File: config.mk
export PLATFORM = sky130hd
export DESIGN_NAME = text_console_m_flat
export DESIGN_NICKNAME = d
export VERILOG_FILES = /design/src/rtl/text_console_m_if.sv /design/src/rtl/text_console_m.sv /design/src/flat_wrapper.sv
export SDC_FILE = /design/constraint.sdc
export NUM_CORES = 1
export LEC_CHECK = 0
export CAP_MARGIN = 15
export CELL_PAD_IN_SITES_DETAIL_PLACEMENT = 0
export CELL_PAD_IN_SITES_GLOBAL_PLACEMENT = 1
export CORE_ASPECT_RATIO = 0.8
export CORE_MARGIN = 2
export CORE_UTILIZATION = 37
export CTS_CLUSTER_SIZE = 30
export DETAILED_ROUTE_END_ITERATION = 6
export GPL_TIMING_DRIVEN = 0
export PLACE_DENSITY = 0.78
export SKIP_LAST_GASP = 1
export SLEW_MARGIN = 20
export SYNTH_ARGS = -nofsm -noshare
export SYNTH_HDL_FRONTEND = slang
export SYNTH_SLANG_ARGS = --single-unit
export TNS_END_PERCENT = 30
File: constraint.sdc
create_clock -name i_clk -period 3.11 [get_ports i_clk]
set_input_delay 0.4665 -clock i_clk [delete_from_list [all_inputs] [get_ports i_clk]]
set_output_delay 0.4665 -clock i_clk [all_outputs]
set_load 0.02 [all_outputs]
File: src/rtl/text_console_m_if.sv
// Character stream from the CPU MMIO bridge into the text console.
// The source holds i_char/i_fg/i_bg stable while i_valid is high and o_ready is low.
interface text_console_m_if;
  logic       i_valid;
  logic       o_ready;
  logic [7:0] i_char;
  logic [3:0] i_fg;
  logic [3:0] i_bg;

  modport master (output i_valid, i_char, i_fg, i_bg, input o_ready);
  modport slave  (input i_valid, i_char, i_fg, i_bg, output o_ready);
endinterface

File: src/rtl/text_console_m.sv
// Text console front end: interprets a character stream, tracks the cursor and
// writes glyph cells / cleared rows / cleared screens into the VGA text memory.
module text_console_m #(
  parameter int COLS           = 80,
  parameter int ROWS           = 60,
  parameter int CLEAR_ON_RESET = 1
) (
  input  logic                i_clk,
  input  logic                i_rst_n,
  text_console_m_if.slave     cpu,
  output logic [3:0]          o_vga_mem_we,
  output logic [11:0]         o_vga_mem_waddr,
  output logic [31:0]         o_vga_mem_wdata,
  output logic [6:0]          o_cursor_col,
  output logic [5:0]          o_cursor_row
);

  localparam int          HALF         = COLS / 2;
  localparam logic [11:0] HALF_W       = 12'(HALF);
  localparam logic [11:0] ROW_LAST_CNT = 12'(HALF - 1);
  localparam logic [11:0] SCR_LAST_CNT = 12'(ROWS * HALF - 1);
  localparam logic [6:0]  LAST_COL     = 7'(COLS - 1);
  localparam logic [5:0]  LAST_ROW     = 6'(ROWS - 1);

  typedef enum logic [1:0] {IDLE, CLR_ROW, CLR_SCREEN} state_t;

  state_t      state_q, state_d;
  logic [6:0]  col_q, col_d;
  logic [5:0]  row_q, row_d;
  logic [11:0] cnt_q, cnt_d;
  logic [7:0]  attr_q, attr_d;
  logic [3:0]  we_q, we_d;
  logic [11:0] waddr_q, waddr_d;
  logic [31:0] wdata_q, wdata_d;

  logic        accept;
  logic [7:0]  attr_in;
  logic [5:0]  row_adv;
  logic [11:0] row_base;
  logic [6:0]  cell_col;
  logic [7:0]  cell_char;
  logic [15:0] cell_half;
  logic [31:0] fill_word;

  assign cpu.o_ready = (state_q == IDLE);
  assign accept      = cpu.i_valid && (state_q == IDLE);
  assign attr_in     = {cpu.i_bg, cpu.i_fg};
  assign row_adv     = (row_q == LAST_ROW) ? 6'd0 : row_q + 6'd1;
  assign row_base    = 12'(row_q) * HALF_W;

  // Backspace rewrites the cell left of the cursor with a space; glyphs use the cursor cell.
  assign cell_col  = (cpu.i_char == 8'h08) ? col_q - 7'd1 : col_q;
  assign cell_char = (cpu.i_char == 8'h08) ? 8'h20 : cpu.i_char;
  assign cell_half = {attr_in, cell_char};

  generate
    for (genvar gi = 0; gi < 2; gi++) begin : g_fill
      assign fill_word[gi*16 +: 16] = {attr_q, 8'h20};
    end
  endgenerate

  always_ff @(posedge i_clk or negedge i_rst_n) begin
    if (!i_rst_n) begin
      state_q <= (CLEAR_ON_RESET != 0) ? CLR_SCREEN : IDLE;
    end else begin
      state_q <= state_d;
    end
  end

  always_comb begin
    state_d = state_q;
    unique case (state_q)
      IDLE: begin
        if (accept) begin
          case (cpu.i_char)
            8'h0A:          state_d = CLR_ROW;
            8'h0C:          state_d = CLR_SCREEN;
            8'h0D, 8'h08:   state_d = IDLE;
            default:        if (col_q == LAST_COL) state_d = CLR_ROW;
          endcase
        end
      end
      CLR_ROW:    if (cnt_q == ROW_LAST_CNT) state_d = IDLE;
      CLR_SCREEN: if (cnt_q == SCR_LAST_CNT) state_d = IDLE;
      default:    state_d = IDLE;
    endcase
  end

  always_comb begin
    we_d    = 4'h0;
    waddr_d = 12'h000;
    wdata_d = 32'h0;
    col_d   = col_q;
    row_d   = row_q;
    cnt_d   = cnt_q;
    attr_d  = attr_q;
    unique case (state_q)
      IDLE: begin
        if (accept) begin
          case (cpu.i_char)
            8'h0D: col_d = 7'd0;
            8'h0A: begin
              col_d  = 7'd0;
              row_d  = row_adv;
              attr_d = attr_in;
            end
            8'h0C: begin
              col_d  = 7'd0;
              row_d  = 6'd0;
              cnt_d  = 12'd0;
              attr_d = attr_in;
            end
            default: begin
              if (cpu.i_char != 8'h08 || col_q != 7'd0) begin
                we_d    = cell_col[0] ? 4'b0011 : 4'b1100;
                waddr_d = row_base + {6'd0, cell_col[6:1]};
                wdata_d = cell_col[0] ? {16'h0, cell_half} : {cell_half, 16'h0};
                if (cpu.i_char == 8'h08) begin
                  col_d = cell_col;
                end else if (col_q == LAST_COL) begin
                  col_d  = 7'd0;
                  row_d  = row_adv;
                  attr_d = attr_in;
                end else begin
                  col_d = col_q + 7'd1;
                end
              end
            end
          endcase
        end
      end
      CLR_ROW: begin
        we_d    = 4'hF;
        waddr_d = row_base + cnt_q;
        wdata_d = fill_word;
        cnt_d   = (cnt_q == ROW_LAST_CNT) ? 12'd0 : cnt_q + 12'd1;
      end
      CLR_SCREEN: begin
        we_d    = 4'hF;
        waddr_d = cnt_q;
        wdata_d = fill_word;
        cnt_d   = (cnt_q == SCR_LAST_CNT) ? 12'd0 : cnt_q + 12'd1;
      end
      default: ;
    endcase
  end

  // attr resets to light-grey-on-black so the power-up clear uses 0x07.
  always_ff @(posedge i_clk or negedge i_rst_n) begin
    if (!i_rst_n) begin
      col_q   <= 7'd0;
      row_q   <= 6'd0;
      cnt_q   <= 12'd0;
      attr_q  <= 8'h07;
      we_q    <= 4'h0;
      waddr_q <= 12'h000;
      wdata_q <= 32'h0;
    end else begin
      col_q   <= col_d;
      row_q   <= row_d;
      cnt_q   <= cnt_d;
      attr_q  <= attr_d;
      we_q    <= we_d;
      waddr_q <= waddr_d;
      wdata_q <= wdata_d;
    end
  end

  assign o_vga_mem_we    = we_q;
  assign o_vga_mem_waddr = waddr_q;
  assign o_vga_mem_wdata = wdata_q;
  assign o_cursor_col    = col_q;
  assign o_cursor_row    = row_q;

endmodule

File: src/flat_wrapper.sv
// flat-port wrapper written by rule: the top's interface ports become plain ports
module text_console_m_flat 
#(
  parameter int COLS           = 80,
  parameter int ROWS           = 60,
  parameter int CLEAR_ON_RESET = 1
)
  (i_clk, i_rst_n, o_vga_mem_we, o_vga_mem_waddr, o_vga_mem_wdata, o_cursor_col, o_cursor_row, cpu_i_valid, cpu_i_char, cpu_i_fg, cpu_i_bg, cpu_o_ready);
  text_console_m_if cpu_i ();
  input  logic i_clk;
  input  logic i_rst_n;
  output logic [3:0] o_vga_mem_we;
  output logic [11:0] o_vga_mem_waddr;
  output logic [31:0] o_vga_mem_wdata;
  output logic [6:0] o_cursor_col;
  output logic [5:0] o_cursor_row;
  input wire logic [$bits(cpu_i.i_valid)-1:0] cpu_i_valid;
  input wire logic [$bits(cpu_i.i_char)-1:0] cpu_i_char;
  input wire logic [$bits(cpu_i.i_fg)-1:0] cpu_i_fg;
  input wire logic [$bits(cpu_i.i_bg)-1:0] cpu_i_bg;
  output wire logic [$bits(cpu_i.o_ready)-1:0] cpu_o_ready;
  assign cpu_i.i_valid = cpu_i_valid;
  assign cpu_i.i_char = cpu_i_char;
  assign cpu_i.i_fg = cpu_i_fg;
  assign cpu_i.i_bg = cpu_i_bg;
  assign cpu_o_ready = cpu_i.o_ready;
  text_console_m #(.COLS(COLS), .ROWS(ROWS), .CLEAR_ON_RESET(CLEAR_ON_RESET)) u_core (.i_clk(i_clk), .i_rst_n(i_rst_n), .cpu(cpu_i), .o_vga_mem_we(o_vga_mem_we), .o_vga_mem_waddr(o_vga_mem_waddr), .o_vga_mem_wdata(o_vga_mem_wdata), .o_cursor_col(o_cursor_col), .o_cursor_row(o_cursor_row));
endmodule
==> Yosys cells after proc, flatten, opt, wreduce, memory -nomap -nowiden <==
Index checks and enable logic that the tools add are counted.
{ "word_totals": {"register_bits": 83, "output_inout_bits": 62, "inputBits": 19, "word_cells": 93} }
{ "op_classes": {"mux": 40, "n_mul": 1, "eq_ne": 18, "n_addsub": 6, "bitwise_logic": 1, "n_reduce_logical": 19} }
{ "op_table": {"columns": ["cell", "count"], "rows": [
  ["$mux 32", 4],
  ["$mux 12", 7],
  ["$pmux 12 s3", 2],
  ["$pmux 32 s2", 1],
  ["$mux 7", 5],
  ["$eq 8x4->1 const B", 4],
  ["$mux 8", 4],
  ["$mux 6", 4],
  ["$pmux 6 s3", 1],
  ["$mux 4", 4],
  ["$pmux 8 s2", 1],
  ["$add 12x1->12 const B", 1],
  ["$add 12x12->12", 1],
  ["$add 12x6->12", 1],
  ["$eq 12x12->1 const B", 1],
  ["$eq 12x6->1 const B", 1],
  ["$pmux 2 s3", 2],
  ["$reduce_and 6->1", 2],
  ["$mul 6x3->9 const B", 1],
  ["$reduce_bool 3->1", 3],
  ["$mux 2", 4],
  ["$ne 2x1->1 const B", 4],
  ["$ne 8x4->1 const B", 1],
  ["$pmux 4 s2", 1],
  ["20 further kinds", 25]
]} }

==> Depth between registers and ports, before layout <==
Gate-level depths: netlist of the first run.
{ "depth": {"depth_word": 7, "mapped_depth": 14, "mapped_depth_nobuf": 14} }

==> Least setup slack after synthesis of the first run <==
No wires, ideal clock.
{ "synth_timing": {"path_type": "flip-flop to flip-flop", "startpoint": "reg u_core.row_q[1], in the netlist u_core.o_cursor_row[1]", "endpoint": "reg u_core.waddr_q[10], in the netlist u_core.o_vga_mem_waddr[10]", "arrival_ns": 3.111, "setup_ns": 0.137, "synth_period_minus_slack_ns": 3.248, "t_required_ns": 2.973, "setup_slack_ns": -0.138, "stages_incl_launch_ff": 11, "path_buffers": 0, "path_cell_list": "dfrtp_1 -> ha_1 -> ha_1 -> fa_1 -> ha_1 -> and3_1 -> a2111oi_0 -> a21oi_1 -> xor2_1 -> nand2_1 -> a31oi_1"} }
{ "synth_via": {"elab_chain_len": 6, "word_cells_on_any_way": 7, "cone_classes": "add/sub: 2; mul: 1; mux: 4"} }
{ "synth_lines": {"columns": ["item", "line_no", "text"], "rows": [
  ["start: declaration", "text_console_m.sv:29", "logic [5:0] row_q, row_d;"],
  ["start signal: assignment", "text_console_m.sv:160", "row_q <= row_d;"],
  ["$mul 6x3->9 (*)", "text_console_m.sv:49", "assign row_base = 12'(row_q) * HALF_W;"],
  ["$add 12x6->12", "text_console_m.sv:116", "waddr_d = row_base + {6'd0, cell_col[6:1]};"],
  ["$mux 12", "text_console_m.sv:114", "if (cpu.i_char != 8'h08 || col_q != 7'd0) begin"],
  ["$mux 12", "text_console_m.sv:100", "case (cpu.i_char)"],
  ["$mux 12", "text_console_m.sv:99", "if (accept) begin"],
  ["$pmux 12 s3 (*)", "text_console_m.sv:97", "unique case (state_q)"],
  ["via u_core.waddr_d[10]", "text_console_m.sv:33", "logic [11:0] waddr_q, waddr_d;"],
  ["end signal: assignment", "text_console_m.sv:164", "waddr_q <= waddr_d;"],
  ["end: declaration", "text_console_m.sv:33", null]
]} }
Mark *: on every way through the listed nets, which the timed path passes. The rest lies on a longest branch.
A chain may end at the register's enable or synchronous reset.

==> Worst setup path in the final report of the first run <==
{ "layout_timing": {"startpoint": "in cpu_i_char[5]", "endpoint": "reg u_core.waddr_q[9], in the netlist u_core.o_vga_mem_waddr[9]"} }
{ "layout_via": {"elab_chain_len": 7, "word_cells_on_any_way": 13, "cone_classes": "add/sub: 1; eq/ne: 5; mux: 5; reduce/logical: 2"} }
{ "layout_lines": {"columns": ["item", "line_no", "text"], "rows": [
  ["start: declaration", "flat_wrapper.sv:18", "input wire logic [$bits(cpu_i.i_char)-1:0] cpu_i_char;"],
  ["$eq 8x4->1", "text_console_m.sv:52", "assign cell_col = (cpu.i_char == 8'h08) ? col_q - 7'd1 : col_q;"],
  ["$mux 7", "text_console_m.sv:52", null],
  ["$add 12x6->12", "text_console_m.sv:116", null],
  ["$mux 12", "text_console_m.sv:114", null],
  ["$mux 12 (*)", "text_console_m.sv:100", null],
  ["$mux 12 (*)", "text_console_m.sv:99", null],
  ["$pmux 12 s3 (*)", "text_console_m.sv:97", null],
  ["via u_core.waddr_d[9]", "text_console_m.sv:33", null]
]} }
Marks and branches as above.

==> qor.yml, run 1 <==
ys_warn_count: 0
cts_tree: "built"
ir_drop_mv: 0.314
hp-class: "in -> async"
insertedDiodeCount: 0
cts_htree_levels: 3
root_buffer: "clkbuf_16"
initial_core_util: 0.379
routedWlPerCell_um: 16.9
max_cap_viol_count: 0
placementRows: 36
period_minus_slack_ns: 2.98
relSlewSlack: 0.452
dp_cells: 718
portBuffers: 78
clkSinkCount: 81
die_x_um: 129
place_ws_ns: -1.07
final_net_count: 624
drc_errors: 0
clk_path_buf_depth: 2
setup_slack_ns: 0.126
slowest_delay_ns: 0.57
antenna_found_initial: 0
dr.pass1.iters: 5
path_buf_inv: 2
synth_nets: 518
finalHoldViolCount: 0
p_clk_frac: 0.340
syn_to_final_growth_pct: 35.7
clk_latency_ns: 0.34
design.core.area_um2: 12200
drive_gt1_frac: 0.152
layoutNonFillerInstCount: 750
final_util: 0.515
crit_chain: "buf_2 -> or4_4 -> nor4b_4 -> nand2_2 -> xnor2_2 -> ha_2 -> inv_1 -> fa_2 -> nor2b_4 -> nor2_2 -> nor2_2 -> xor2_1 -> a222oi_1 -> nor2_1"
place_hpwl_mm: 8.98
slowest_stage: "or4_4"
cts_hold_buf: 0
ys_seq_area_frac: 0.439
critPathMostFrequentCell: "nor2_2"
crit_type: "in -> reg"
io-pin-count: 81
p_sw_mw: 1.17
synth-edff-count: 0
ys_ff_latch: 81
n_fill_cell: 1110
stdcell_area_um2: 6290
cts_buffers: 9
fin_crit_sh: 0.960
postSynthAreaPerCell_um2: 9.89
multiInputGateArea_um2: 2620
fin_tns_setup_ns: 0
synth_flop_cell: "dfrtp_1"
die_area_um2: 13400
synthCells: 468
intPower_mw: 2.50
power_mw: 3.68
num_vias: 4083
pwr-share-seq: 0.366
gp_congestion: 0.862
ff_latch_area_um2: 2040
clock_skew_ns: 0.00863
synth.cell_area_um2: 4630
die_y_um: 104
grt_pass1_wl_mm: 21.0
ant_nets: 0
rsz0062_at_grt: "yes"
viasPerCell: 5.44
power_density_nw_per_um2: 585
grt_overflow_total: 0
grt_max_degree: 57
p_leak_nw: 2.82
synth_cell_types: 64
grt_pass1_vias: 3984
placed_area_um2: 5660
crit_required_ns: 3.31
wirelength_mm: 12.6
path_max_fanout: 3
cp.arrival_ns: 3.19
cp-start-kind: "input port"
status: "complete, no violations"
cts.reportedPaths.clkPinSlew_ns: 0.06
fin_hold_ws_ns: 0.0356
cp_top_family: "simple AND/OR/NAND/NOR gates"
fmax_ghz: 0.335
setup_viol: 0
synthArstFlopShare: 1.00
grt.total_usage: 0.196
drt-initial-drc-count: 327
pwr-share-comb: 0.294
cp-end-kind: "flop"
swShare: 0.319
max_slew.worst_pin.slew_ns: 0.817
slew_violations: 0
## cell usage after synthesis, types with 5 or more instances
master    instances  area [µm²]
a21o_1            5        37.5
a21oi_1          20         100
a222oi_1          6        60.1
a22o_1           18         158
a31oi_1           5        31.3
and2_1           10        62.6
and3_1           13        81.3
clkbuf_1         12        45.0
dfrtp_1          77        1930
ha_1             28         350
inv_1            17        63.8
mux2_1            8        90.1
nand2_1          44         165
nand2b_1          6        37.5
nand3_1          13        65.1
nor2_1           32         120
nor2b_1           7        43.8
nor4_1            8        50.1
o21ai_0          24         120
o21ai_1          11        55.1
o31ai_1          10        75.1
xnor2_1          14         123
xor2_1            9        78.8
## per-layer routing
layer	global-route usage	routed length (µm)	share of wire	vias up
met4	0.0707	319	0.025	0
met1	0.287	6040	0.48	1974
li1	-	-	-	1926
met3	0.0463	727	0.058	28
met2	0.282	5550	0.44	155
met5	0	0	0	-
## final timing paths
| path | slack, ns | cells past startpoint | to | startpoint |
|---|---|---|---|---|
| hold / removal | 0.04 | 1 | u_core.o_vga_mem_wdata[15] | i_rst_n |
| min in group i_clk | 0.42 | 2 | u_core.o_vga_mem_wdata[7] | cpu_i_char[7] |
| setup / recovery | 0.13 | 14 | u_core.o_vga_mem_waddr[9] | cpu_i_char[5] |
| max in group asynchronous | 2.44 | 2 | u_core.state_q[1] | i_rst_n |
| hold reg to reg | 0.52 | 1 | u_core.attr_q[5] | u_core.attr_q[5] |
| setup reg to reg | 0.15 | 9 | u_core.o_vga_mem_waddr[8] | u_core.o_cursor_row[3] |
## sequential cells by signal, summed over array words and instances (netlist names)
register,cells
u_core.o_cursor_row,6
u_core.o_vga_mem_wdata,32
u_core.o_cursor_col,7
u_core.cnt_q,12
u_core.o_vga_mem_we,2
u_core.attr_q,8
u_core.state_q,2
u_core.o_vga_mem_waddr,12
## timing repair
action / in CTS / in global routing
endpoints found under the setup margin: 11 / 15
pin swaps: 12 / 17
setup buffers: 10 / 7
resized for setup: 36 / 19
## power groups by stage
stage	logic, mW	registers (mW)	clock network (mW)
detailed placement	1.04	1.36	0
CTS	1.06	1.34	1.27
global route	1.18	1.37	1.31
global placement	1.02	1.36	0
floorplan	0.462	1.47	0
finish	1.08	1.35	1.25
## kinds of logic (layout without fill, tap and decap cells)
kind of cell | after synthesis | count (layout) | synth area share
simple gates | 159 | 159 | 0.181
compound gates | 129 | 129 | 0.193
flops | 81 | 81 | 0.439
buf+inv | 35 | 146 | 0.0313
fa+ha+maj | 31 | 31 | 0.0886
xor+xnor | 23 | 23 | 0.0435
mux | 10 | 10 | 0.0238
## cell type report
type,instances,share of cell area
flip-flops and latches,81,0.324
multi-input cells,352,0.416
clock inverters,6,0.0181
inverters,17,0.0102
repair buffers,96,0.146
well taps,171,0.0340
plain buffers,17,0.0139
clock buffers,10,0.0380
## placed cells by master (no fill, tap or decap), types with 7 or more instances in the layout
cell type / netlist / routed
mux2_1: 8 / 8
a22o_1: 18 / 18
o21ai_0: 24 / 23
nor2_1: 32 / 29
buf_4: 3 / 21
inv_1: 17 / 15
nand3_1: 13 / 13
dfrtp_1: 77 / 72
clkdlybuf4s50_1: 0 / 71
nor4_1: 8 / 7
o31ai_1: 10 / 10
ha_1: 28 / 23
and2_1: 10 / 10
o21ai_1: 11 / 12
xor2_1: 9 / 7
clkbuf_16: 0 / 9
xnor2_1: 14 / 12
a21oi_1: 20 / 18
clkbuf_1: 12 / 10
and3_1: 13 / 13
nand2_1: 44 / 43
Note: power is estimated with default switching activity, not from simulation.
==> inputs of run 2 (changes only) <==
CAP_MARGIN = default   (was 15)
==> results of run 2 <==
Same layout as run 1: the final DEF is identical, and so are final timing and power.
==> inputs of run 3 (changes only) <==
CTS_BUF_LIST = sky130_fd_sc_hd__clkbuf_4 sky130_fd_sc_hd__clkbuf_8 sky130_fd_sc_hd__clkbuf_16   (was default)
==> results of run 3 <==
Same layout as run 1: the final DEF is identical, and so are final timing and power.
